<file path="src/rtl/dcache_stb_writer_if.sv">
// Bundles the store-buffer, data-memory, flush, probe and counter signals
// of the data-cache write controller. The controller uses the slave view.
// Handshakes: stb2dcache_req is held with its payload until dcache2stb_ack
// pulses; dcache2mem_req and its payload stay stable until mem2dcache_ack
// is sampled high on a rising edge.
interface dcache_stb_writer_if #(
    parameter int ADDR_WIDTH     = 32,
    parameter int DATA_WIDTH     = 32,
    parameter int BYTE_SEL_WIDTH = 4
);
    logic [ADDR_WIDTH-1:0]     stb2dcache_addr;
    logic [DATA_WIDTH-1:0]     stb2dcache_wdata;
    logic [BYTE_SEL_WIDTH-1:0] stb2dcache_sel_byte;
    logic                      stb2dcache_w_en;
    logic                      stb2dcache_req;
    logic                      dmem_sel_i;
    logic                      dcache2stb_ack;
    logic [ADDR_WIDTH-1:0]     dcache2mem_addr;
    logic [DATA_WIDTH-1:0]     dcache2mem_wdata;
    logic [BYTE_SEL_WIDTH-1:0] dcache2mem_sel_byte;
    logic                      dcache2mem_req;
    logic                      mem2dcache_ack;
    logic                      dcache_flush;
    logic                      dcache_flush_busy;
    logic [ADDR_WIDTH-1:0]     lsummu2dcache_raddr;
    logic [DATA_WIDTH-1:0]     dcache2lsummu_rdata;
    logic                      dcache2lsummu_rhit;
    logic [15:0]               wr_hit_cnt;
    logic [15:0]               wr_miss_cnt;
    logic [2:0]                dbg_state;

    modport slave (
        input  stb2dcache_addr, stb2dcache_wdata, stb2dcache_sel_byte,
        input  stb2dcache_w_en, stb2dcache_req, dmem_sel_i,
        output dcache2stb_ack,
        output dcache2mem_addr, dcache2mem_wdata, dcache2mem_sel_byte, dcache2mem_req,
        input  mem2dcache_ack,
        input  dcache_flush,
        output dcache_flush_busy,
        input  lsummu2dcache_raddr,
        output dcache2lsummu_rdata, dcache2lsummu_rhit,
        output wr_hit_cnt, wr_miss_cnt,
        output dbg_state
    );

    modport master (
        output stb2dcache_addr, stb2dcache_wdata, stb2dcache_sel_byte,
        output stb2dcache_w_en, stb2dcache_req, dmem_sel_i,
        input  dcache2stb_ack,
        input  dcache2mem_addr, dcache2mem_wdata, dcache2mem_sel_byte, dcache2mem_req,
        output mem2dcache_ack,
        output dcache_flush,
        input  dcache_flush_busy,
        output lsummu2dcache_raddr,
        input  dcache2lsummu_rdata, dcache2lsummu_rhit,
        input  wr_hit_cnt, wr_miss_cnt,
        input  dbg_state
    );
endinterface

</file>
<file path="src/rtl/dcache_stb_writer.sv">
// Write-side data-cache controller: drains one store-buffer entry at a time,
// merges it into a direct-mapped write-through cache and forwards it to
// memory, acknowledging the store buffer only after memory accepted it.
module dcache_stb_writer #(
    parameter int ADDR_WIDTH     = 32,
    parameter int DATA_WIDTH     = 32,
    parameter int BYTE_SEL_WIDTH = 4,
    parameter int NUM_LINES      = 16
) (
    input logic               clk,
    input logic               rst,
    dcache_stb_writer_if.slave bus
);
    localparam int IDX_W  = $clog2(NUM_LINES);
    localparam int TAG_W  = ADDR_WIDTH - IDX_W - 2;
    localparam int WADR_W = ADDR_WIDTH - 2;

    typedef enum logic [2:0] {
        S_IDLE   = 3'd0,
        S_LOOKUP = 3'd1,
        S_MEM_WR = 3'd2,
        S_ACK    = 3'd3,
        S_FLUSH  = 3'd4
    } state_t;

    state_t                    state_q, state_d;
    logic [WADR_W-1:0]         waddr_q;
    logic [DATA_WIDTH-1:0]     wdata_q;
    logic [BYTE_SEL_WIDTH-1:0] sel_q;
    logic                      wen_q;
    logic [NUM_LINES-1:0]      valid_q;
    logic [TAG_W-1:0]          tag_arr_q  [NUM_LINES];
    logic [DATA_WIDTH-1:0]     data_arr_q [NUM_LINES];
    logic [IDX_W-1:0]          flush_cnt_q;
    logic [15:0]               hit_cnt_q, miss_cnt_q;

    logic [IDX_W-1:0]          idx;
    logic [TAG_W-1:0]          tag;
    logic                      hit, do_update, write_line, accept;
    logic [DATA_WIDTH-1:0]     merged;
    logic [IDX_W-1:0]          ridx;
    logic [TAG_W-1:0]          rtag;
    logic                      unused_addr_bits;

    // Byte offset bits carry no information for a word-per-line cache.
    assign unused_addr_bits = ^{bus.stb2dcache_addr[1:0], bus.lsummu2dcache_raddr[1:0]};

    assign idx        = waddr_q[IDX_W-1:0];
    assign tag        = waddr_q[WADR_W-1:IDX_W];
    assign hit        = valid_q[idx] && (tag_arr_q[idx] == tag);
    assign do_update  = (state_q == S_LOOKUP) && wen_q;
    // Partial-word misses are not allocated: the rest of the line is unknown.
    assign write_line = do_update && (hit || (&sel_q));
    assign accept     = bus.stb2dcache_req && bus.dmem_sel_i;

    // Byte merge of the held store into the currently indexed line.
    always_comb begin
        merged = data_arr_q[idx];
        for (int i = 0; i < BYTE_SEL_WIDTH; i++) begin
            if (sel_q[i]) merged[8*i +: 8] = wdata_q[8*i +: 8];
        end
    end

    // Next-state logic; flush wins over a simultaneous store request.
    always_comb begin
        state_d = state_q;
        case (state_q)
            S_IDLE: begin
                if (bus.dcache_flush) state_d = S_FLUSH;
                else if (accept)      state_d = S_LOOKUP;
            end
            S_LOOKUP: state_d = wen_q ? S_MEM_WR : S_ACK;
            S_MEM_WR: if (bus.mem2dcache_ack) state_d = S_ACK;
            S_ACK:    state_d = S_IDLE;
            S_FLUSH:  if (flush_cnt_q == IDX_W'(NUM_LINES - 1)) state_d = S_IDLE;
            default:  state_d = S_IDLE;
        endcase
    end

    // State register.
    always_ff @(posedge clk) begin
        if (rst) state_q <= S_IDLE;
        else     state_q <= state_d;
    end

    // Holding registers capture the store when it is accepted in IDLE.
    always_ff @(posedge clk) begin
        if (rst) begin
            waddr_q <= '0;
            wdata_q <= '0;
            sel_q   <= '0;
            wen_q   <= 1'b0;
        end else if (state_q == S_IDLE && !bus.dcache_flush && accept) begin
            waddr_q <= bus.stb2dcache_addr[ADDR_WIDTH-1:2];
            wdata_q <= bus.stb2dcache_wdata;
            sel_q   <= bus.stb2dcache_sel_byte;
            wen_q   <= bus.stb2dcache_w_en;
        end
    end

    // Valid bits: cleared by reset or the flush walk, set on allocate/hit write.
    always_ff @(posedge clk) begin
        if (rst)                       valid_q <= '0;
        else if (state_q == S_FLUSH)   valid_q[flush_cnt_q] <= 1'b0;
        else if (write_line)           valid_q[idx] <= 1'b1;
    end

    // Tag and data arrays are not reset; the valid bits qualify them.
    always_ff @(posedge clk) begin
        if (write_line) begin
            tag_arr_q[idx]  <= tag;
            data_arr_q[idx] <= merged;
        end
    end

    // Flush walk counter; wraps back to 0 after the last line.
    always_ff @(posedge clk) begin
        if (rst)                     flush_cnt_q <= '0;
        else if (state_q == S_FLUSH) flush_cnt_q <= flush_cnt_q + 1'b1;
    end

    // Saturating hit/miss counters for write stores only.
    always_ff @(posedge clk) begin
        if (rst) begin
            hit_cnt_q  <= '0;
            miss_cnt_q <= '0;
        end else if (do_update) begin
            if (hit && hit_cnt_q != 16'hFFFF)        hit_cnt_q  <= hit_cnt_q + 16'd1;
            else if (!hit && miss_cnt_q != 16'hFFFF) miss_cnt_q <= miss_cnt_q + 16'd1;
        end
    end

    assign bus.dcache2stb_ack      = (state_q == S_ACK);
    assign bus.dcache_flush_busy   = (state_q == S_FLUSH);
    assign bus.dcache2mem_req      = (state_q == S_MEM_WR);
    assign bus.dcache2mem_addr     = bus.dcache2mem_req ? {waddr_q, 2'b00} : '0;
    assign bus.dcache2mem_wdata    = bus.dcache2mem_req ? wdata_q : '0;
    assign bus.dcache2mem_sel_byte = bus.dcache2mem_req ? sel_q : '0;
    assign bus.wr_hit_cnt          = hit_cnt_q;
    assign bus.wr_miss_cnt         = miss_cnt_q;
    assign bus.dbg_state           = state_q;

    assign ridx                    = bus.lsummu2dcache_raddr[IDX_W+1:2];
    assign rtag                    = bus.lsummu2dcache_raddr[ADDR_WIDTH-1:IDX_W+2];
    assign bus.dcache2lsummu_rdata = data_arr_q[ridx];
    assign bus.dcache2lsummu_rhit  = valid_q[ridx] && (tag_arr_q[ridx] == rtag);
endmodule

</file>
<file path="src/flat_wrapper.sv">
// flat-port wrapper written by rule: the top's interface ports become plain ports
module dcache_stb_writer_flat 
#(
    parameter int ADDR_WIDTH     = 32,
    parameter int DATA_WIDTH     = 32,
    parameter int BYTE_SEL_WIDTH = 4,
    parameter int NUM_LINES      = 16
)
  (clk, rst, bus_stb2dcache_addr, bus_stb2dcache_wdata, bus_stb2dcache_sel_byte, bus_stb2dcache_w_en, bus_stb2dcache_req, bus_dmem_sel_i, bus_dcache2stb_ack, bus_dcache2mem_addr, bus_dcache2mem_wdata, bus_dcache2mem_sel_byte, bus_dcache2mem_req, bus_mem2dcache_ack, bus_dcache_flush, bus_dcache_flush_busy, bus_lsummu2dcache_raddr, bus_dcache2lsummu_rdata, bus_dcache2lsummu_rhit, bus_wr_hit_cnt, bus_wr_miss_cnt, bus_dbg_state);
  dcache_stb_writer_if #(.ADDR_WIDTH(ADDR_WIDTH), .DATA_WIDTH(DATA_WIDTH), .BYTE_SEL_WIDTH(BYTE_SEL_WIDTH)) bus_i ();
  input logic clk;
  input logic rst;
  input wire logic [$bits(bus_i.stb2dcache_addr)-1:0] bus_stb2dcache_addr;
  input wire logic [$bits(bus_i.stb2dcache_wdata)-1:0] bus_stb2dcache_wdata;
  input wire logic [$bits(bus_i.stb2dcache_sel_byte)-1:0] bus_stb2dcache_sel_byte;
  input wire logic [$bits(bus_i.stb2dcache_w_en)-1:0] bus_stb2dcache_w_en;
  input wire logic [$bits(bus_i.stb2dcache_req)-1:0] bus_stb2dcache_req;
  input wire logic [$bits(bus_i.dmem_sel_i)-1:0] bus_dmem_sel_i;
  output wire logic [$bits(bus_i.dcache2stb_ack)-1:0] bus_dcache2stb_ack;
  output wire logic [$bits(bus_i.dcache2mem_addr)-1:0] bus_dcache2mem_addr;
  output wire logic [$bits(bus_i.dcache2mem_wdata)-1:0] bus_dcache2mem_wdata;
  output wire logic [$bits(bus_i.dcache2mem_sel_byte)-1:0] bus_dcache2mem_sel_byte;
  output wire logic [$bits(bus_i.dcache2mem_req)-1:0] bus_dcache2mem_req;
  input wire logic [$bits(bus_i.mem2dcache_ack)-1:0] bus_mem2dcache_ack;
  input wire logic [$bits(bus_i.dcache_flush)-1:0] bus_dcache_flush;
  output wire logic [$bits(bus_i.dcache_flush_busy)-1:0] bus_dcache_flush_busy;
  input wire logic [$bits(bus_i.lsummu2dcache_raddr)-1:0] bus_lsummu2dcache_raddr;
  output wire logic [$bits(bus_i.dcache2lsummu_rdata)-1:0] bus_dcache2lsummu_rdata;
  output wire logic [$bits(bus_i.dcache2lsummu_rhit)-1:0] bus_dcache2lsummu_rhit;
  output wire logic [$bits(bus_i.wr_hit_cnt)-1:0] bus_wr_hit_cnt;
  output wire logic [$bits(bus_i.wr_miss_cnt)-1:0] bus_wr_miss_cnt;
  output wire logic [$bits(bus_i.dbg_state)-1:0] bus_dbg_state;
  assign bus_i.stb2dcache_addr = bus_stb2dcache_addr;
  assign bus_i.stb2dcache_wdata = bus_stb2dcache_wdata;
  assign bus_i.stb2dcache_sel_byte = bus_stb2dcache_sel_byte;
  assign bus_i.stb2dcache_w_en = bus_stb2dcache_w_en;
  assign bus_i.stb2dcache_req = bus_stb2dcache_req;
  assign bus_i.dmem_sel_i = bus_dmem_sel_i;
  assign bus_dcache2stb_ack = bus_i.dcache2stb_ack;
  assign bus_dcache2mem_addr = bus_i.dcache2mem_addr;
  assign bus_dcache2mem_wdata = bus_i.dcache2mem_wdata;
  assign bus_dcache2mem_sel_byte = bus_i.dcache2mem_sel_byte;
  assign bus_dcache2mem_req = bus_i.dcache2mem_req;
  assign bus_i.mem2dcache_ack = bus_mem2dcache_ack;
  assign bus_i.dcache_flush = bus_dcache_flush;
  assign bus_dcache_flush_busy = bus_i.dcache_flush_busy;
  assign bus_i.lsummu2dcache_raddr = bus_lsummu2dcache_raddr;
  assign bus_dcache2lsummu_rdata = bus_i.dcache2lsummu_rdata;
  assign bus_dcache2lsummu_rhit = bus_i.dcache2lsummu_rhit;
  assign bus_wr_hit_cnt = bus_i.wr_hit_cnt;
  assign bus_wr_miss_cnt = bus_i.wr_miss_cnt;
  assign bus_dbg_state = bus_i.dbg_state;
  dcache_stb_writer #(.ADDR_WIDTH(ADDR_WIDTH), .DATA_WIDTH(DATA_WIDTH), .BYTE_SEL_WIDTH(BYTE_SEL_WIDTH), .NUM_LINES(NUM_LINES)) u_core (.clk(clk), .rst(rst), .bus(bus_i));
endmodule
</file>
<file path="config.mk">
export PLATFORM = sky130hd
export DESIGN_NAME = dcache_stb_writer_flat
export DESIGN_NICKNAME = d
export VERILOG_FILES = /design/src/rtl/dcache_stb_writer_if.sv /design/src/rtl/dcache_stb_writer.sv /design/src/flat_wrapper.sv
export SDC_FILE = /design/constraint.sdc
export NUM_CORES = 1
export LEC_CHECK = 0
export BUFFER_PORTS_ARGS = -buffer_cell sky130_fd_sc_hd__buf_2
export CORE_MARGIN = 1.5
export CORE_UTILIZATION = 56
export CTS_CLUSTER_DIAMETER = 60
export DETAILED_ROUTE_END_ITERATION = 10
export GPL_TIMING_DRIVEN = 0
export HOLD_SLACK_MARGIN = 0.15
export PLACE_DENSITY = 0.85
export SYNTH_ARGS = -nofsm -noshare
export SYNTH_HDL_FRONTEND = slang
export SYNTH_SLANG_ARGS = --single-unit
</file>
<file path="constraint.sdc">
create_clock -name clk -period 12.35 [get_ports clk]
set_clock_uncertainty 0.1 [all_clocks]
set_input_delay 2.47 -clock clk [delete_from_list [all_inputs] [get_ports clk]]
set_output_delay 2.47 -clock clk [all_outputs]
set_load 0.01 [all_outputs]
</file>
==> out/qor.txt <==
Area Growth Syn to Fin -> 14.02%
Rel. slew slack -> -3.769%
CTS sink cnt -> 1,054
Final min period -> 10,040 ps
Worst-path clk slew -> 70 ps
Ranking of synthesized cells by area -> edfxtp_1 (61%), mux4_2 (19%), dfxtp_1 (5.5%), nand2_1 (1.6%), mux2i_1 (1.5%)
Top-Level Pins -> 246
Finished Cell Area -> 52,240 um2
CTS tree -> built
Layout cell share with drive strength beyond 1 -> 30.34%
RSZ-0062 raised after global routing -> false
Port-buffer cells -> 235
Switching Share -> 22.83%
Cell variety after synth -> 77
Met2 Use GR -> 53.43%
Final hold viol count -> 0
Asr flop ratio synth -> 0%
Largest net degree at the start of global routing -> 27
Setup_tns -> 0 ps
H-tree levels -> 3
Initial Util -> 56.70%
Number of setup buffers added after CTS -> 0
Site Rows -> 104
Yosys warns -> 0
Mean routed wirelength per cell -> 34.70 um
Startpoint Class -> input port
First-pass GRT wire length -> 201,600 um
Grt met3 use -> 11.02%
Top-count cell post-synth -> edfxtp_1
Top cell type's share of synthesized area -> 60.83%
Die Y -> 289.0 um
Met1 Track Usage GR -> 42.65%
Global placement routability congestion -> 0.9392
Count of pins over their slew limit -> 8
Number of global-route vias before repair -> 28,870
Leakage -> 18.20 nW
DP HPWL -> 94,560 um
Cell Pwr Density -> 143.3 nW/um2
Top cells by count, synth -> edfxtp_1 (928), mux4_2 (384), nand2_1 (194), nor2_1 (129), dfxtp_1 (126)
Comb pwr share -> 5.4%
Cell Int Power -> 5.775 mW
Post-synth top area cell -> edfxtp_1
Setup Viol. Count Final -> 0
Crit Path Class -> input port to primary output
#FFs+latches synth -> 1,054
Status -> finished, violations left
Die X -> 289.0 um
Hold WC Path Type -> register to register
Mean number of vias per cell -> 7.042
Max IR drop VDD -> 110.5 uV
Number of max-cap violations -> 1
Grt ovf -> 0
Syn Inst Count -> 2,589
Clk_lat worst skew -> 700 ps
Vias -> 28,971
Initial antenna violation count -> 5
Total CTS buffers -> 105
Fin util -> 64.64%
DR pass1 iterations -> 7
Resize count post-CTS -> 0
Tot GR Track Use -> 34.19%
DRT iter0 DRCs -> 5,003
CTS Buffer Depth -> 3
Post-Syn Area -> 45,810 um2
Fin crit share -> 81.29%
CP Data Required Time -> 9780 ps
Gr busiest metal -> met2
CP arrival -> 7470 ps
DRC Markers -> 0
CP max FO -> 10
Hold WS -> 403.7 ps
Layout Nets -> 3,074
Die area -> 83,540 um2
Register share of total power -> 52.1%
Mean Syn Cell Area -> 17.70 um2
Slew @ Worst Pin -> 1550 ps
Violated checks -> max-capacitance violations, max-slew violations
Clk root buf -> clkbuf_16
Post-route ant nets -> 0
Synth Flop Type -> edfxtp_1
# hold bufs at CTS -> 0
Crit. End Element -> primary output
Placed cell area -> 48,790 um2
Core outline area -> 80,810 um2
Switching pwr -> 1.708 mW
EDFF count, synth -> 928
Routed Wire Length -> 142,700 um
Fmax -> 99.60 MHz
Sequential share of the synthesized area -> 66.33%
Clk network pwr share -> 42.4%
[cell families after synthesis]
logic type | count (synthesis) | share of synthesized area [%]
AOI/OAI and AO/OA | 188 | 2.581
xor gates and xnor gates | 63 | 1.204
adders and majority gates | 6 | 0.1639
buffers and inverters | 211 | 2.051
DFF | 1054 | 66.33
muxes | 484 | 21.14
other | 1 | 0.008185
and+or+nand+nor | 582 | 6.516
[worst max-delay path, cell delays in order]
cell and delay, ps:
clkbuf_1 430, buf_1 920, clkbuf_1 790, buf_1 1110, buf_1 870, mux4_2 680
buf_2 170
[routing by layer]
layer  share of wire [%]  wire length (um)
met3                  14             20330
met4                 6.6              9412
met1                  32             46350
met2                  47             66630
met5               0.017                24
[cell usage in the layout, fill, tap and decap left out, types with 15 or more instances in the layout]
cell       netlist  final
clkbuf_16        0    105
and2_1          71     71
clkinv_1         1     17
nand4_1         17     17
nand2_1        194    194
nor2b_1         28     28
nand3_1         22     22
mux4_2         384    384
buf_2           31    266
mux2_1          15     15
a21oi_1         94     94
xnor2_1         47     47
clkinv_2         0     29
nor4_2          16     18
buf_4           13     15
mux2_2          15     15
nor2_1         129    126
inv_1           38     30
dfxtp_1        126    126
xor2_1          16     16
mux2i_1         70     70
buf_1           32     32
buf_6            8     22
edfxtp_1       928    928
o21ai_0         21     21
clkbuf_1        88    104
[per-stage QoR]
stage / worst slack [ps] / total power, mW / std cells
2_1_floorplan: 4205 / 4.200 / 2590
3_3_place_gp: 2133 / 4.348 / 3885
3_5_place_dp: 2496 / 4.364 / 3914
4_1_cts: 2445 / 7.465 / 4112
5_1_grt: 2264 / 7.620 / 4112
6_report: 2310 / 7.483 / 4114
[cell type report]
class	count	area (um2)
Tap cell	1060	1326
Multi-Input combinational cell	1325	14550
Clock inverter	70	653.1
Inverter	39	146.4
Fill cell	5110	28570
Antenna cell	2	5.005
Buffer	172	793.3
Timing Repair Buffer	264	1592
Clock buffer	128	2784
Sequential cell	1054	30390
[state kept, by name, summed over array words and instances (netlist names), named ones only]
| register | cells |
|---|---|
| u_core.bus.wr_miss_cnt | 16 |
| u_core.bus.dbg_state | 3 |
| u_core.tag_arr_q | 416 |
| u_core.data_arr_q | 512 |
| u_core.bus.wr_hit_cnt | 16 |
| u_core.wdata_q | 32 |
| u_core.waddr_q | 30 |
| u_core.wen_q | 1 |
| u_core.sel_q | 4 |
| u_core.valid_q | 16 |
| u_core.flush_cnt_q | 4 |
[power groups by stage]
stage,registers (mW),logic [mW],clock network (mW)
2_1_floorplan,3.96,0.245,0
3_3_place_gp,3.97,0.380,0
3_5_place_dp,3.97,0.391,0
4_1_cts,3.90,0.397,3.17
5_1_grt,3.90,0.420,3.30
6_report,3.90,0.407,3.18
[worst paths after layout]
check	start	end	slack, ps	cells past startpoint
worst max-delay path	bus_lsummu2dcache_raddr[4]	bus_dcache2lsummu_rdata[2]	2310	7
worst min-delay path	u_core.valid_q[1]	u_core.valid_q[1]	400	2
worst max register to register	register	u_core.data_arr_q[7][24]	5330	12
worst min register to register	u_core.valid_q[1]	u_core.valid_q[1]	400	2
Power figures use the tool's default switching activity.
